`src/rtl/hazard_pkg.sv`:
```
// Shared types and constants for the pipeline hazard control unit.
package hazard_pkg;

    typedef enum logic [1:0] {
        RUN      = 2'd0,
        MEM_WAIT = 2'd1,
        ERROR    = 2'd2
    } hcu_state_e;

    localparam logic [4:0] REG_ZERO = 5'd0;

endpackage

```
`src/rtl/hazard_control_unit_if.sv`:
```
// Pipeline-side signal bundle for the hazard control unit.
interface hazard_control_unit_if #(
    parameter int unsigned CNT_WIDTH = 32
);
    logic [4:0]           ID_Rs1;
    logic [4:0]           ID_Rs2;
    logic                 ID_UsesRs1;
    logic                 ID_UsesRs2;
    logic                 EX_MemRead;
    logic [4:0]           EX_Rd;
    logic                 EX_Redirect;
    logic                 MEM_MemRead;
    logic                 MEM_MemWrite;
    logic                 dmem_ready;
    logic                 imem_valid;

    logic                 dmem_req;
    logic                 pc_stall;
    logic                 IF_ID_stall;
    logic                 IF_ID_flush;
    logic                 ID_EX_stall;
    logic                 ID_EX_flush;
    logic                 EX_MEM_stall;
    logic                 EX_MEM_flush;
    logic                 MEM_WB_flush;
    logic                 mem_error;
    logic [CNT_WIDTH-1:0] stall_cycles;
    logic [CNT_WIDTH-1:0] redirect_count;

    // Pipeline/core side: supplies hazard inputs, consumes controls.
    modport master (
        output ID_Rs1, ID_Rs2, ID_UsesRs1, ID_UsesRs2, EX_MemRead, EX_Rd, EX_Redirect,
               MEM_MemRead, MEM_MemWrite, dmem_ready, imem_valid,
        input  dmem_req, pc_stall, IF_ID_stall, IF_ID_flush, ID_EX_stall, ID_EX_flush,
               EX_MEM_stall, EX_MEM_flush, MEM_WB_flush, mem_error, stall_cycles,
               redirect_count
    );

    modport slave (
        input  ID_Rs1, ID_Rs2, ID_UsesRs1, ID_UsesRs2, EX_MemRead, EX_Rd, EX_Redirect,
               MEM_MemRead, MEM_MemWrite, dmem_ready, imem_valid,
        output dmem_req, pc_stall, IF_ID_stall, IF_ID_flush, ID_EX_stall, ID_EX_flush,
               EX_MEM_stall, EX_MEM_flush, MEM_WB_flush, mem_error, stall_cycles,
               redirect_count
    );

endinterface

```
`src/rtl/hazard_control_unit_sat_counter.sv`:
```
// Up-counter that sticks at all-ones instead of wrapping.
module sat_counter #(
    parameter int unsigned WIDTH = 32
) (
    input  logic             clk,
    input  logic             reset,
    input  logic             inc,
    output logic [WIDTH-1:0] count
);

    logic [WIDTH-1:0] count_q;
    logic [WIDTH-1:0] count_d;

    always_comb begin
        count_d = count_q;
        if (inc && (count_q != {WIDTH{1'b1}})) begin
            count_d = count_q + WIDTH'(1);
        end
    end

    always_ff @(posedge clk or posedge reset) begin
        if (reset) begin
            count_q <= '0;
        end else begin
            count_q <= count_d;
        end
    end

    assign count = count_q;

endmodule

```
`src/rtl/hazard_control_unit.sv`:
```
// Pipeline stall/flush sequencer: load-use, redirect, fetch miss and data-memory wait/timeout.
module hazard_control_unit
    import hazard_pkg::*;
#(
    parameter int unsigned CNT_WIDTH   = 32,
    parameter int unsigned MEM_TIMEOUT = 255,
    parameter int unsigned TO_WIDTH    = 8
) (
    input logic           clk,
    input logic           reset,
    hazard_control_unit_if.slave hcu
);

    hcu_state_e          state_q, state_d;
    logic [TO_WIDTH-1:0] wait_cnt_q, wait_cnt_d;
    logic                mem_error_q, mem_error_d;

    logic memop;
    logic mem_wait;
    logic load_use;
    logic redirect_taken;
    logic stall_any;

    logic [CNT_WIDTH-1:0] stall_cnt;
    logic [CNT_WIDTH-1:0] redir_cnt;

    assign memop    = hcu.MEM_MemRead | hcu.MEM_MemWrite;
    assign mem_wait = memop & ~hcu.dmem_ready & (state_q != ERROR);

    assign load_use = hcu.EX_MemRead & (hcu.EX_Rd != REG_ZERO) &
                      ((hcu.ID_UsesRs1 & (hcu.EX_Rd == hcu.ID_Rs1)) |
                       (hcu.ID_UsesRs2 & (hcu.EX_Rd == hcu.ID_Rs2)));

    // Outputs are forced low while reset is held, independent of state.
    always_comb begin
        hcu.dmem_req     = 1'b0;
        hcu.pc_stall     = 1'b0;
        hcu.IF_ID_stall  = 1'b0;
        hcu.IF_ID_flush  = 1'b0;
        hcu.ID_EX_stall  = 1'b0;
        hcu.ID_EX_flush  = 1'b0;
        hcu.EX_MEM_stall = 1'b0;
        hcu.EX_MEM_flush = 1'b0;
        hcu.MEM_WB_flush = 1'b0;
        redirect_taken   = 1'b0;
        if (!reset) begin
            hcu.dmem_req = memop & (state_q != ERROR);
            if ((state_q == ERROR) || mem_wait) begin
                hcu.pc_stall     = 1'b1;
                hcu.IF_ID_stall  = 1'b1;
                hcu.ID_EX_stall  = 1'b1;
                hcu.EX_MEM_stall = 1'b1;
                hcu.MEM_WB_flush = 1'b1;
            end else if (hcu.EX_Redirect) begin
                // ID holds a wrong-path instruction, so lower hazards are moot.
                hcu.IF_ID_flush = 1'b1;
                hcu.ID_EX_flush = 1'b1;
                redirect_taken  = 1'b1;
            end else if (load_use) begin
                hcu.pc_stall    = 1'b1;
                hcu.IF_ID_stall = 1'b1;
                hcu.ID_EX_flush = 1'b1;
            end else if (!hcu.imem_valid) begin
                hcu.pc_stall    = 1'b1;
                hcu.IF_ID_flush = 1'b1;
            end
        end
    end

    always_comb begin
        state_d     = state_q;
        wait_cnt_d  = wait_cnt_q;
        mem_error_d = mem_error_q;
        unique case (state_q)
            RUN: begin
                if (mem_wait) begin
                    state_d    = MEM_WAIT;
                    wait_cnt_d = TO_WIDTH'(1);
                end
            end
            MEM_WAIT: begin
                if (mem_wait) begin
                    if (wait_cnt_q == TO_WIDTH'(MEM_TIMEOUT)) begin
                        state_d     = ERROR;
                        mem_error_d = 1'b1;
                    end else begin
                        wait_cnt_d = wait_cnt_q + TO_WIDTH'(1);
                    end
                end else begin
                    state_d    = RUN;
                    wait_cnt_d = '0;
                end
            end
            ERROR: begin
                mem_error_d = 1'b1;
            end
            default: begin
                state_d    = RUN;
                wait_cnt_d = '0;
            end
        endcase
    end

    always_ff @(posedge clk or posedge reset) begin
        if (reset) begin
            state_q     <= RUN;
            wait_cnt_q  <= '0;
            mem_error_q <= 1'b0;
        end else begin
            state_q     <= state_d;
            wait_cnt_q  <= wait_cnt_d;
            mem_error_q <= mem_error_d;
        end
    end

    assign stall_any = hcu.pc_stall | hcu.IF_ID_stall;

    sat_counter #(
        .WIDTH (CNT_WIDTH)
    ) u_stall_cnt (
        .clk   (clk),
        .reset (reset),
        .inc   (stall_any),
        .count (stall_cnt)
    );

    sat_counter #(
        .WIDTH (CNT_WIDTH)
    ) u_redir_cnt (
        .clk   (clk),
        .reset (reset),
        .inc   (redirect_taken),
        .count (redir_cnt)
    );

    assign hcu.stall_cycles   = stall_cnt;
    assign hcu.redirect_count = redir_cnt;
    assign hcu.mem_error      = mem_error_q;

endmodule

```
`src/flat_wrapper.sv`:
```
// flat-port wrapper written by rule: the top's interface ports become plain ports
module hazard_control_unit_flat import hazard_pkg::*;
#(
    parameter int unsigned CNT_WIDTH   = 32,
    parameter int unsigned MEM_TIMEOUT = 255,
    parameter int unsigned TO_WIDTH    = 8
)
  (clk, reset, hcu_ID_Rs1, hcu_ID_Rs2, hcu_ID_UsesRs1, hcu_ID_UsesRs2, hcu_EX_MemRead, hcu_EX_Rd, hcu_EX_Redirect, hcu_MEM_MemRead, hcu_MEM_MemWrite, hcu_dmem_ready, hcu_imem_valid, hcu_dmem_req, hcu_pc_stall, hcu_IF_ID_stall, hcu_IF_ID_flush, hcu_ID_EX_stall, hcu_ID_EX_flush, hcu_EX_MEM_stall, hcu_EX_MEM_flush, hcu_MEM_WB_flush, hcu_mem_error, hcu_stall_cycles, hcu_redirect_count);
  hazard_control_unit_if #(.CNT_WIDTH(CNT_WIDTH)) hcu_i ();
  input logic clk;
  input logic reset;
  input wire logic [$bits(hcu_i.ID_Rs1)-1:0] hcu_ID_Rs1;
  input wire logic [$bits(hcu_i.ID_Rs2)-1:0] hcu_ID_Rs2;
  input wire logic [$bits(hcu_i.ID_UsesRs1)-1:0] hcu_ID_UsesRs1;
  input wire logic [$bits(hcu_i.ID_UsesRs2)-1:0] hcu_ID_UsesRs2;
  input wire logic [$bits(hcu_i.EX_MemRead)-1:0] hcu_EX_MemRead;
  input wire logic [$bits(hcu_i.EX_Rd)-1:0] hcu_EX_Rd;
  input wire logic [$bits(hcu_i.EX_Redirect)-1:0] hcu_EX_Redirect;
  input wire logic [$bits(hcu_i.MEM_MemRead)-1:0] hcu_MEM_MemRead;
  input wire logic [$bits(hcu_i.MEM_MemWrite)-1:0] hcu_MEM_MemWrite;
  input wire logic [$bits(hcu_i.dmem_ready)-1:0] hcu_dmem_ready;
  input wire logic [$bits(hcu_i.imem_valid)-1:0] hcu_imem_valid;
  output wire logic [$bits(hcu_i.dmem_req)-1:0] hcu_dmem_req;
  output wire logic [$bits(hcu_i.pc_stall)-1:0] hcu_pc_stall;
  output wire logic [$bits(hcu_i.IF_ID_stall)-1:0] hcu_IF_ID_stall;
  output wire logic [$bits(hcu_i.IF_ID_flush)-1:0] hcu_IF_ID_flush;
  output wire logic [$bits(hcu_i.ID_EX_stall)-1:0] hcu_ID_EX_stall;
  output wire logic [$bits(hcu_i.ID_EX_flush)-1:0] hcu_ID_EX_flush;
  output wire logic [$bits(hcu_i.EX_MEM_stall)-1:0] hcu_EX_MEM_stall;
  output wire logic [$bits(hcu_i.EX_MEM_flush)-1:0] hcu_EX_MEM_flush;
  output wire logic [$bits(hcu_i.MEM_WB_flush)-1:0] hcu_MEM_WB_flush;
  output wire logic [$bits(hcu_i.mem_error)-1:0] hcu_mem_error;
  output wire logic [$bits(hcu_i.stall_cycles)-1:0] hcu_stall_cycles;
  output wire logic [$bits(hcu_i.redirect_count)-1:0] hcu_redirect_count;
  assign hcu_i.ID_Rs1 = hcu_ID_Rs1;
  assign hcu_i.ID_Rs2 = hcu_ID_Rs2;
  assign hcu_i.ID_UsesRs1 = hcu_ID_UsesRs1;
  assign hcu_i.ID_UsesRs2 = hcu_ID_UsesRs2;
  assign hcu_i.EX_MemRead = hcu_EX_MemRead;
  assign hcu_i.EX_Rd = hcu_EX_Rd;
  assign hcu_i.EX_Redirect = hcu_EX_Redirect;
  assign hcu_i.MEM_MemRead = hcu_MEM_MemRead;
  assign hcu_i.MEM_MemWrite = hcu_MEM_MemWrite;
  assign hcu_i.dmem_ready = hcu_dmem_ready;
  assign hcu_i.imem_valid = hcu_imem_valid;
  assign hcu_dmem_req = hcu_i.dmem_req;
  assign hcu_pc_stall = hcu_i.pc_stall;
  assign hcu_IF_ID_stall = hcu_i.IF_ID_stall;
  assign hcu_IF_ID_flush = hcu_i.IF_ID_flush;
  assign hcu_ID_EX_stall = hcu_i.ID_EX_stall;
  assign hcu_ID_EX_flush = hcu_i.ID_EX_flush;
  assign hcu_EX_MEM_stall = hcu_i.EX_MEM_stall;
  assign hcu_EX_MEM_flush = hcu_i.EX_MEM_flush;
  assign hcu_MEM_WB_flush = hcu_i.MEM_WB_flush;
  assign hcu_mem_error = hcu_i.mem_error;
  assign hcu_stall_cycles = hcu_i.stall_cycles;
  assign hcu_redirect_count = hcu_i.redirect_count;
  hazard_control_unit #(.CNT_WIDTH(CNT_WIDTH), .MEM_TIMEOUT(MEM_TIMEOUT), .TO_WIDTH(TO_WIDTH)) u_core (.clk(clk), .reset(reset), .hcu(hcu_i));
endmodule
```
`config.mk`:
```
export PLATFORM = sky130hd
export DESIGN_NAME = hazard_control_unit_flat
export DESIGN_NICKNAME = d
export VERILOG_FILES = /design/src/rtl/hazard_pkg.sv /design/src/rtl/hazard_control_unit_if.sv /design/src/rtl/hazard_control_unit_sat_counter.sv /design/src/rtl/hazard_control_unit.sv /design/src/flat_wrapper.sv
export SDC_FILE = /design/constraint.sdc
export NUM_CORES = 1
export LEC_CHECK = 0
export CORE_MARGIN = 3
export CORE_UTILIZATION = 40
export DETAILED_ROUTE_END_ITERATION = 10
export PLACE_DENSITY = 0.7
export SLEW_MARGIN = 20
export SYNTH_ARGS = -nofsm -noshare
export SYNTH_HDL_FRONTEND = slang
export SYNTH_SLANG_ARGS = --single-unit
```
`constraint.sdc`:
```
create_clock -name clk -period 3.5 [get_ports clk]
set_input_delay 0.7 -clock clk [delete_from_list [all_inputs] [get_ports clk]]
set_output_delay 0.7 -clock clk [all_outputs]
set_load 0.01 [all_outputs]
```
# Yosys cells after proc, flatten, opt, wreduce, memory -nomap -nowiden
# Cells that the tools add are included.
# totals
ff_bits	75
latch_bits	0
ramBits	0
mem_bits_ro	0
out_inout_bits	74
elab_cells	75
memories	0
# op_classes
addsub	3
n_mul	0
div	0
order_cmp	0
n_eq_ne	13
shift	0
mux	33
bitwise	12
reduce_logical	9
# op_table
op	n
$add 32x1->32 const B	2
$ne 32x32->1 const B	2
$mux 1	24
$mux 8	3
$pmux 8 s3	1
$eq 5x5->1	2
$reduce_and 3->1	3
$add 8x1->8 const B	1
$eq 8x8->1 const B	1
$and 1x1->1	7
$mux 2	3
$ne 2x1->1 const B	3
$ne 3x3->1 const B	2
$pmux 2 s3	1
$reduce_bool 5->1	1
$or 1x1->1	3
$eq 2x1->1 const B	1
$eq 2x2->1 const B	1
$logic_and 1x1->1	2
$logic_not 2->1	1
$ne 2x2->1 const B	1
$not 1->1	2
$pmux 1 s2	1
$reduce_bool 2->1	1
$logic_or 1x1->1	1

# Depth between registers and ports, before layout
# Gate-level depths: netlist of the first run.
# logic_depth
word_depth	10
depth_mapped	9
depth_no_buf	9

# By module
# From an unflattened synthesis of the first run, not the netlist that was laid out.
# unflattened
hier_cells	380
hier_area_um2	4003.8
# modules_own_cells
module	instances	cells_per_inst	area_per_inst_um2	seq_area_each_um2
sat_counter	2	139	1561.5	800.8
hazard_control_unit	1	102	880.8	275.3

# Worst setup path before layout of the first run
# Ideal clock, no wire load.
# synth_path
path_kind	input to output
start	in reset
end	out hcu_pc_stall
arrival_ns	2.784
required_time_ns	2.800
setup_slack_ns	0.016
path_stages	2
n_path_buf	0
path_cell_list	inv_1 > a22o_1
# synth_between
elab_chain_cells	1
# synth_rtl
element	line	text
start, declared	flat_wrapper.sv:11	input logic reset;
$mux 1	hazard_control_unit.sv:46	if (!reset) begin
end, declared	flat_wrapper.sv:24	output wire logic [$bits(hcu_i.pc_stall)-1:0] hcu_pc_stall;
# Every way passes these cells.

# Final worst setup path of the first run
# layout_path
start	in hcu_EX_Rd[3]
end	out hcu_IF_ID_flush
# layout_between
elab_chain_cells	8
# layout_rtl
element	line	text
start, declared	flat_wrapper.sv:17	input wire logic [$bits(hcu_i.EX_Rd)-1:0] hcu_EX_Rd;
$eq 5x5->1, on equally long branches	hazard_control_unit.sv:31, hazard_control_unit.sv:32	
$and 1x1->1, on equally long branches	hazard_control_unit.sv:31, hazard_control_unit.sv:32	
$or 1x1->1	hazard_control_unit.sv:31	((hcu.ID_UsesRs1 & (hcu.EX_Rd == hcu.ID_Rs1)) |
$and 1x1->1 (*)	hazard_control_unit.sv:30	assign load_use = hcu.EX_MemRead & (hcu.EX_Rd != REG_ZERO) &
$mux 1 (*)	hazard_control_unit.sv:59	end else if (load_use) begin
$mux 1 (*)	hazard_control_unit.sv:54	end else if (hcu.EX_Redirect) begin
$mux 1 (*)	hazard_control_unit.sv:48	if ((state_q == ERROR) || mem_wait) begin
$mux 1 (*)	hazard_control_unit.sv:46	
end, declared	flat_wrapper.sv:26	output wire logic [$bits(hcu_i.IF_ID_flush)-1:0] hcu_IF_ID_flush;
# Mark *: on every way between the ends. The rest lies on a longest branch, timed or not.

==> results of run 1 <==
[placed cells by master (no fill, tap or decap), types with 9 or more instances in the layout]
cell              n
clkdlybuf4s50_1  96
nor2_1           35
clkbuf_8          9
dfrtp_1          75
nand4_1          27
inv_1             9
nor3_1           17
and3_1           10
and4_1            9
nand2_1          37
xor2_1           19
xnor2_1          54
nand3_1          29
[worst register-to-register path: cells and delay by family (launching register included)]
family	cells	cell delay (ns)
simple gates	5	1.39
flops	1	0.45
compound gates	1	0.29
xor+xnor	1	0.13
[metrics by stage]
| step | hold slack, ns | cell area [um2] | TNS (ns) | instances |
|---|---|---|---|---|
| 3_3_place_gp | 0.451 | 4940 | 0 | 603 |
| 3_5_place_dp | 0.453 | 4940 | -0.0589 | 603 |
| 6_report | 0.461 | 5130 | 0 | 619 |
| 2_1_floorplan | 0.449 | 3830 | 0 | 380 |
| 4_1_cts | 0.471 | 5110 | 0 | 619 |
| 5_1_grt | 0.508 | 5130 | 0 | 619 |
[power breakdown]
group	leakage, nW	switching (mW)	internal, mW
Clock	0.0864	0.311	0.257
Combinational	1.04	0.238	0.247
Sequential	1.01	0.106	0.942
Total	2.14	0.655	1.45
[metal layers]
metal / vias to the layer above / part of all wire
met5: - / 0
met2: 87 / 0.48
met1: 1543 / 0.45
met3: 8 / 0.063
li1: 1526 / -
met4: 0 / 0.0086
[what timing repair did]
action                                  4_1_cts  5_1_grt
endpoints found under the setup margin        2        3
pin swaps                                     0        1
gates resized for setup                       1        4
setup buffers                                 0        0
[worst max path at each step]
stage	start	endpoint	depth (start not counted)
after global placement	hcu_EX_Rd[0]	hcu_IF_ID_flush	7
final	hcu_EX_Rd[3]	hcu_IF_ID_flush	7
after CTS	hcu_EX_Rd[0]	hcu_IF_ID_flush	7
after detailed placement	hcu_EX_Rd[0]	hcu_IF_ID_flush	7
after floorplan	reset	hcu_pc_stall	2
after global routing	hcu_EX_Rd[3]	hcu_ID_EX_flush	8
[kinds of logic (layout without fill, tap and decap cells)]
| family | count (synthesis) | after routing | synth area share |
|---|---|---|---|
| multiplexers | 2 | 2 | 0.00588 |
| other | 1 | 1 | 0.000979 |
| adder cells (fa/ha/maj) | 6 | 6 | 0.0196 |
| XOR/XNOR | 73 | 73 | 0.167 |
| buffers and inverters | 18 | 128 | 0.0255 |
| AND/OR/NAND/NOR | 181 | 181 | 0.246 |
| AO/OA/AOI/OAI | 24 | 24 | 0.0454 |
| flip-flops | 75 | 75 | 0.490 |
[sequential cells by signal, indices dropped and copies added, names as in the netlist]
register / cells
u_core.hcu.mem_error: 1
u_core.wait_cnt_q: 8
u_core.state_q: 2
u_core.u_redir_cnt.count: 32
u_core.u_stall_cnt.count: 32
[cell type report]
type / count / area [um2] / share of cell area
sequential: 75 / 1880 / 0.366
multi-input combinational: 287 / 1870 / 0.365
timing repair buffer: 102 / 1010 / 0.197
tap: 129 / 161 / 0.0315
clock buffer: 10 / 128 / 0.0249
clock inverter: 6 / 40.0 / 0.00781
inverter: 10 / 37.5 / 0.00732
[Yosys cell counts]
cell type and instances:
and4_1 9, nor4_1 4, o211a_1 1, o31ai_1 3, nand4_1 27, inv_1 10
nor3_1 17, buf_6 2, nor2b_1 1, and2_1 6, xnor2_1 54, o21ai_4 1
ha_1 6, nand3_2 2, nand2_1 37, a22o_1 2, nand3_1 29, or4_1 1
mux2_2 2, xor2_1 19, a21o_1 2, clkbuf_1 1, buf_4 4, buf_1 1
o21a_1 1, a21oi_1 4, nor2_1 35, dfrtp_1 75, a31oi_1 1, o21bai_1 1
and3_1 10, conb_1 1, o21ai_0 6, nand2b_1 1, o21a_4 1, or3_4 1
o22ai_1 1, nand3_4 1
==> impl_summary.txt, run 1 <==
----------------------------------------------------
[Outcome]
  Run status ... complete, no violations

[Worst setup path]
  Critical path buffer and inverter count ... 2
  RR Endpoint ... u_core.u_stall_cnt.count[25]
  Worst-path cell chain ... clkdlybuf4s50_1 > or4_4 > o21ai_4 > nand2b_1 > a21oi_1 > nor2_1 > clkdlybuf4s50_1
  Slowest CP cell ... or4_4
  FF-to-FF setup slack ... approximately 1.1 ns
  Crit path max fanout ... 2
  CP startpoint kind ... primary input
  CP peak stage delay ... approximately 0.54 ns
  Critical Path Sink Type ... primary output
  Data required time at the worst endpoint ... about 2.8 ns
  Worst reg-to-reg path cell count ... 7
  CP Class ... primary input to primary output
  Critical path's most frequent cell ... clkdlybuf4s50_1
  Startpoint of the most critical register-to-register path ... u_core.u_stall_cnt.count[3]
  Worst EP arrival ... around 2.7 ns
  CP delay by family, top ... buffers and inverters

[CTS]
  Clock transition at the register clock pins on the worst setup and hold paths after CTS ... around 0.080 ns
  H-Tree Level Count ... 3
  Number of buffers between clock root and the deepest sink ... 2
  CTS Buf Count ... 9
  CTS tree ... built
  Clock Latency Late Sink ... approximately 0.34 ns
  Cts hold-fix bufs ... 0
  Sink Count ... 75
  Clock Tree Root ... clkbuf_8

[GRT]
  Overflow after GRT ... 0
  Antenna violations before repair ... 0
  Largest net degree at the start of global routing ... 76
  Wire length of the first global-routing pass ... between 15000 and 20000 um
  Most used routing layer in global routing ... met2
  GR Layer Usage met2 ... 0.279
  GR met3 Demand/Resource ... 0.0565
  Met1 GRT Util ... 0.214
  Overall fraction of global-route tracks in use ... 0.168
  Number of global-route vias before repair ... about 3.2k

[Layout]
  Diodes inserted ... 0
  Post-layout util ... 0.552
  Post-layout net count ... about 520
  Count of fill cells added during filler insertion ... between 800 and 900
  Ratio of cells with drive above 1 in the final layout ... 0.0633
  Layout overhead on the synthesized area ... 33.8%

[Power and ir drop]
  Worst IR Drop VDD ... 0.000274 V
  Static leakage power ... 2.14 nW
  Pwr per Cell Area ... 410 nW/um2
  Total power ... between 2 and 2.5 mW

[STA]
  Final number of hold-violating endpoints ... 0
  Final period demand of the worst path ... around 3.4 ns
  Worst Skew ... about 0.013 ns
  Upper clock frequency limit ... approximately 290 MHz
  Setup repair after global routing missed its margin ... false
  Setup slack after layout ... slightly above 0.1 ns
  Slew @ Worst Pin ... roughly 0.9 ns
  Share of the clock period used by the worst path after layout ... 0.971
  Worst-case headroom to the max-slew limit ... 0.389
  Count of final max-slew check failures ... 0
  Final Setup Violations ... 0

[Logic synthesis]
  Mean area per synthesized cell ... 10.1 um2
  Post-synthesis cell type count ... 38
  Gate count of the mapped netlist ... 380
  Synth Register Bits ... 75
  Top cell type's share of synthesized area ... 0.490
  Leading post-synthesis cells by cell area ... dfrtp_1 (49%), xnor2_1 (12%), nand4_1 (4.4%)
  Total number of yosys warnings ... 0
  Total standard cell area after synthesis ... between 3000 and 4000 um2
  Biggest area consumer among synthesized cells ... dfrtp_1
  Post-synthesis net count ... between 400 and 500
  Sequential-to-total area share from yosys stat ... 0.490

[Routing]
  DR vias ... approximately 3.2k
  Sum of routed wire length over all layers ... around 8800 um
  DRC violation count after routing ... 0
  Starting DRT DRC Count ... 114
  Vias per std cell ... 5.11
  Count of antenna-violating nets left after detailed routing ... 0
  Routed length per instance ... approximately 14 um
  First drt pass iteration count ... 5

[Hold path]
  Worst hold start ... u_core.hcu.mem_error
  Endpoint of the worst hold-timing path ... u_core.hcu.mem_error
  Hold/Removal Path Class ... register to register
  Number of cells on the worst hold path ... 1

[Floorplan]
  Initial cell density of the core ... 0.413
  Die H ... roughly 100 um
  Ports ... 99
  Core footprint ... 9280 um2
  Placement row count ... 35
  Die W ... a little over 100 um
  Die outline area ... between 10000 and 15000 um2

[Place]
  Final HPWL DP ... roughly 6500 um
  I/O Buffers ... slightly below 100
  RD Place Congestion ... between 0.8 and 0.9
  Pre-CTS setup slack ... -0.0589 ns

[Run]
  Max-cap check violation count ... 0

----------------------------------------------------
No activity file was read; power rests on OpenSTA's default activity.
==> inputs of run 2 (changes only) <==
- ABC_CLOCK_PERIOD_IN_PS: not set -> 3500
==> results of run 2 <==
No change in the layout: final DEF, timing and power equal those of run 1.
==> inputs of run 3 (changes only) <==
- CORE_UTILIZATION: 40 -> 44
- PLACE_DENSITY: 0.7 -> 0.76
==> run 3 against run 2 <==
  * Register-to-register slack got worse by 0.05 ns
  * Critical path depth unchanged
  * Power up 5.2%
  * Highest routed layer unchanged
==> impl_summary.txt, run 3 (same netlist as run 1, synthesis figures left out) <==
----------------------------------------------------
[Outcome]
  Run status ... complete, no violations

[GRT]
  Wire length of the first global-routing pass ... 14900 um
  Number of global-route vias before repair ... between 3k and 4k
  Overall fraction of global-route tracks in use ... 0.185
  Overflow after GRT ... 0
  Antenna violations before repair ... 0
  Largest net degree at the start of global routing ... 76

[Run]
  Max-cap check violation count ... 0

[Routing]
  DRC violation count after routing ... 0
  Met3 routed wirelength ... 661 um
  Routed length on met2 ... between 4000 and 5000 um
  Routed length per instance ... 14.6 um
  Wire length the detailed router placed on met1 ... about 3800 um
  Starting DRT DRC Count ... 81
  Vias per std cell ... 5.41
  Count of antenna-violating nets left after detailed routing ... 0
  DR vias ... 3233
  First drt pass iteration count ... 4
  Top routing layer used ... met4
  Sum of routed wire length over all layers ... slightly below 9000 um

[CTS]
  Clock transition at the register clock pins on the worst setup and hold paths after CTS ... about 0.080 ns
  Sink Count ... 75
  Cts hold-fix bufs ... 0
  Clock Latency Late Sink ... approximately 0.34 ns
  Clock Tree Root ... clkbuf_8
  CTS tree ... built
  CTS Buf Count ... 9
  H-Tree Level Count ... 3
  Number of buffers between clock root and the deepest sink ... 2

[STA]
  Count of final max-slew check failures ... 0
  Slew @ Worst Pin ... approximately 0.92 ns
  Share of the clock period used by the worst path after layout ... 0.974
  Aggregate negative setup slack ... 0 ns
  Final number of hold-violating endpoints ... 0
  Setup repair after global routing missed its margin ... false
  Upper clock frequency limit ... roughly 300 MHz
  Worst Skew ... 0.0143 ns
  Final period demand of the worst path ... around 3.4 ns
  Final Setup Violations ... 0
  Worst-case headroom to the max-slew limit ... 0.384

[Layout]
  Non-filler instance count after layout ... 598
  Combined flip-flop and latch cell area ... ~1900 um2
  Post-route cell area ... between 5000 and 6000 um2
  Leading cell types in the layout, fill and taps excluded ... clkdlybuf4s50_1 (96), dfrtp_1 (75), xnor2_1 (54), nand2_1 (37), nor2_1 (35)
  Ratio of cells with drive above 1 in the final layout ... 0.0669
  Count of fill cells added during filler insertion ... between 600 and 700
  Most common cell after layout, fill and taps aside ... clkdlybuf4s50_1
  Multi-input logic area ... between 1500 and 2000 um2
  Diodes inserted ... 0
  Post-layout util ... 0.617
  Layout overhead on the synthesized area ... 34.3%
  Post-layout net count ... about 520

[Place]
  Placed Area ... around 4900 um2
  Post-placement cell count ... 582
  Final HPWL DP ... 6350 um
  RD Place Congestion ... between 0.8 and 0.9
  I/O Buffers ... between 90 and 100

[Floorplan]
  Core footprint ... between 8000 and 9000 um2
  Initial cell density of the core ... 0.459
  Die outline area ... about 9900 um2
  Placement row count ... 33
  Ports ... ~100
  Die H ... 99.3 um
  Die W ... 99.3 um

[Worst setup path]
  CP startpoint kind ... primary input
  Crit path max fanout ... 2
  CP peak stage delay ... approximately 0.53 ns
  Critical Path Sink Type ... primary output
  Worst-path cell chain ... clkdlybuf4s50_1 > or4_1 > o21ai_1 > buf_4 > nor3_1 > a22o_1 > clkdlybuf4s50_1
  Data required time at the worst endpoint ... 2.80 ns
  Slowest CP cell ... or4_1
  Worst EP arrival ... roughly 2.7 ns
  CP Class ... primary input to primary output
  Critical path's most frequent cell ... clkdlybuf4s50_1

[Power and ir drop]
  Pwr per Cell Area ... around 430 nW/um2
  Total power ... 2.21 mW
  Worst IR Drop VDD ... roughly 0.00025 V
  Static leakage power ... around 2.2 nW

[Hold path]
  Hold/Removal Path Class ... register to register

----------------------------------------------------
[run 3: metal layers]
layer,global-route usage,vias to the layer above
met5,0,-
met3,0.0575,8
met1,0.248,1578
met2,0.289,110
met4,0.0588,0
li1,-,1537
[run 3: worst max-delay path, delay by kind of cell]
family | cells | cell delay, ns
AOI/OAI and AO/OA | 2 | 0.41
buffers and inverters | 3 | 1.03
and+or+nand+nor | 2 | 0.58
[run 3: final cells by class]
type / instances / area share
Clock buffer: 11 / 0.0275
Clock inverter: 5 / 0.0122
Timing Repair Buffer: 105 / 0.201
Inverter: 10 / 0.00729
Sequential cell: 75 / 0.365
Tap cell: 105 / 0.0255
Multi-Input combinational cell: 287 / 0.362
[run 3: path summary, 6_finish.rpt]
check                                            start                           end  slack (ns)  cells past startpoint
setup / recovery                          hcu_EX_Rd[0]                  hcu_pc_stall        0.09                      7
hold / removal                    u_core.hcu.mem_error          u_core.hcu.mem_error        0.46                      1
hold reg to reg                   u_core.hcu.mem_error          u_core.hcu.mem_error        0.46                      1
max in group asynchronous                        reset  u_core.u_redir_cnt.count[15]        1.78                      3
setup reg to reg           u_core.u_stall_cnt.count[3]  u_core.u_stall_cnt.count[25]        1.08                      7
min in group asynchronous                        reset  u_core.u_stall_cnt.count[31]        1.14                      3
[run 3: through the flow]
step	hold WS (ns)	worst slack, ns
floorplan	0.449	0.0160
global placement	0.450	0.00582
detailed placement	0.447	0.0136
CTS	0.468	0.0540
global route	0.494	0.0137
finish	0.462	0.0902
[run 3: where the power goes]
group | switching [mW] | leakage, nW | internal, mW | total, mW
logic | 0.234 | 1.05 | 0.247 | 0.481
registers | 0.105 | 1.01 | 0.942 | 1.05
clock network | 0.330 | 0.0957 | 0.352 | 0.682
total | 0.670 | 2.17 | 1.54 | 2.21
[run 3: repair_timing]
action                                  4_1_cts  5_1_grt
endpoints found under the setup margin        1        2
gates resized for setup                       1        2
setup buffers                                 0        0
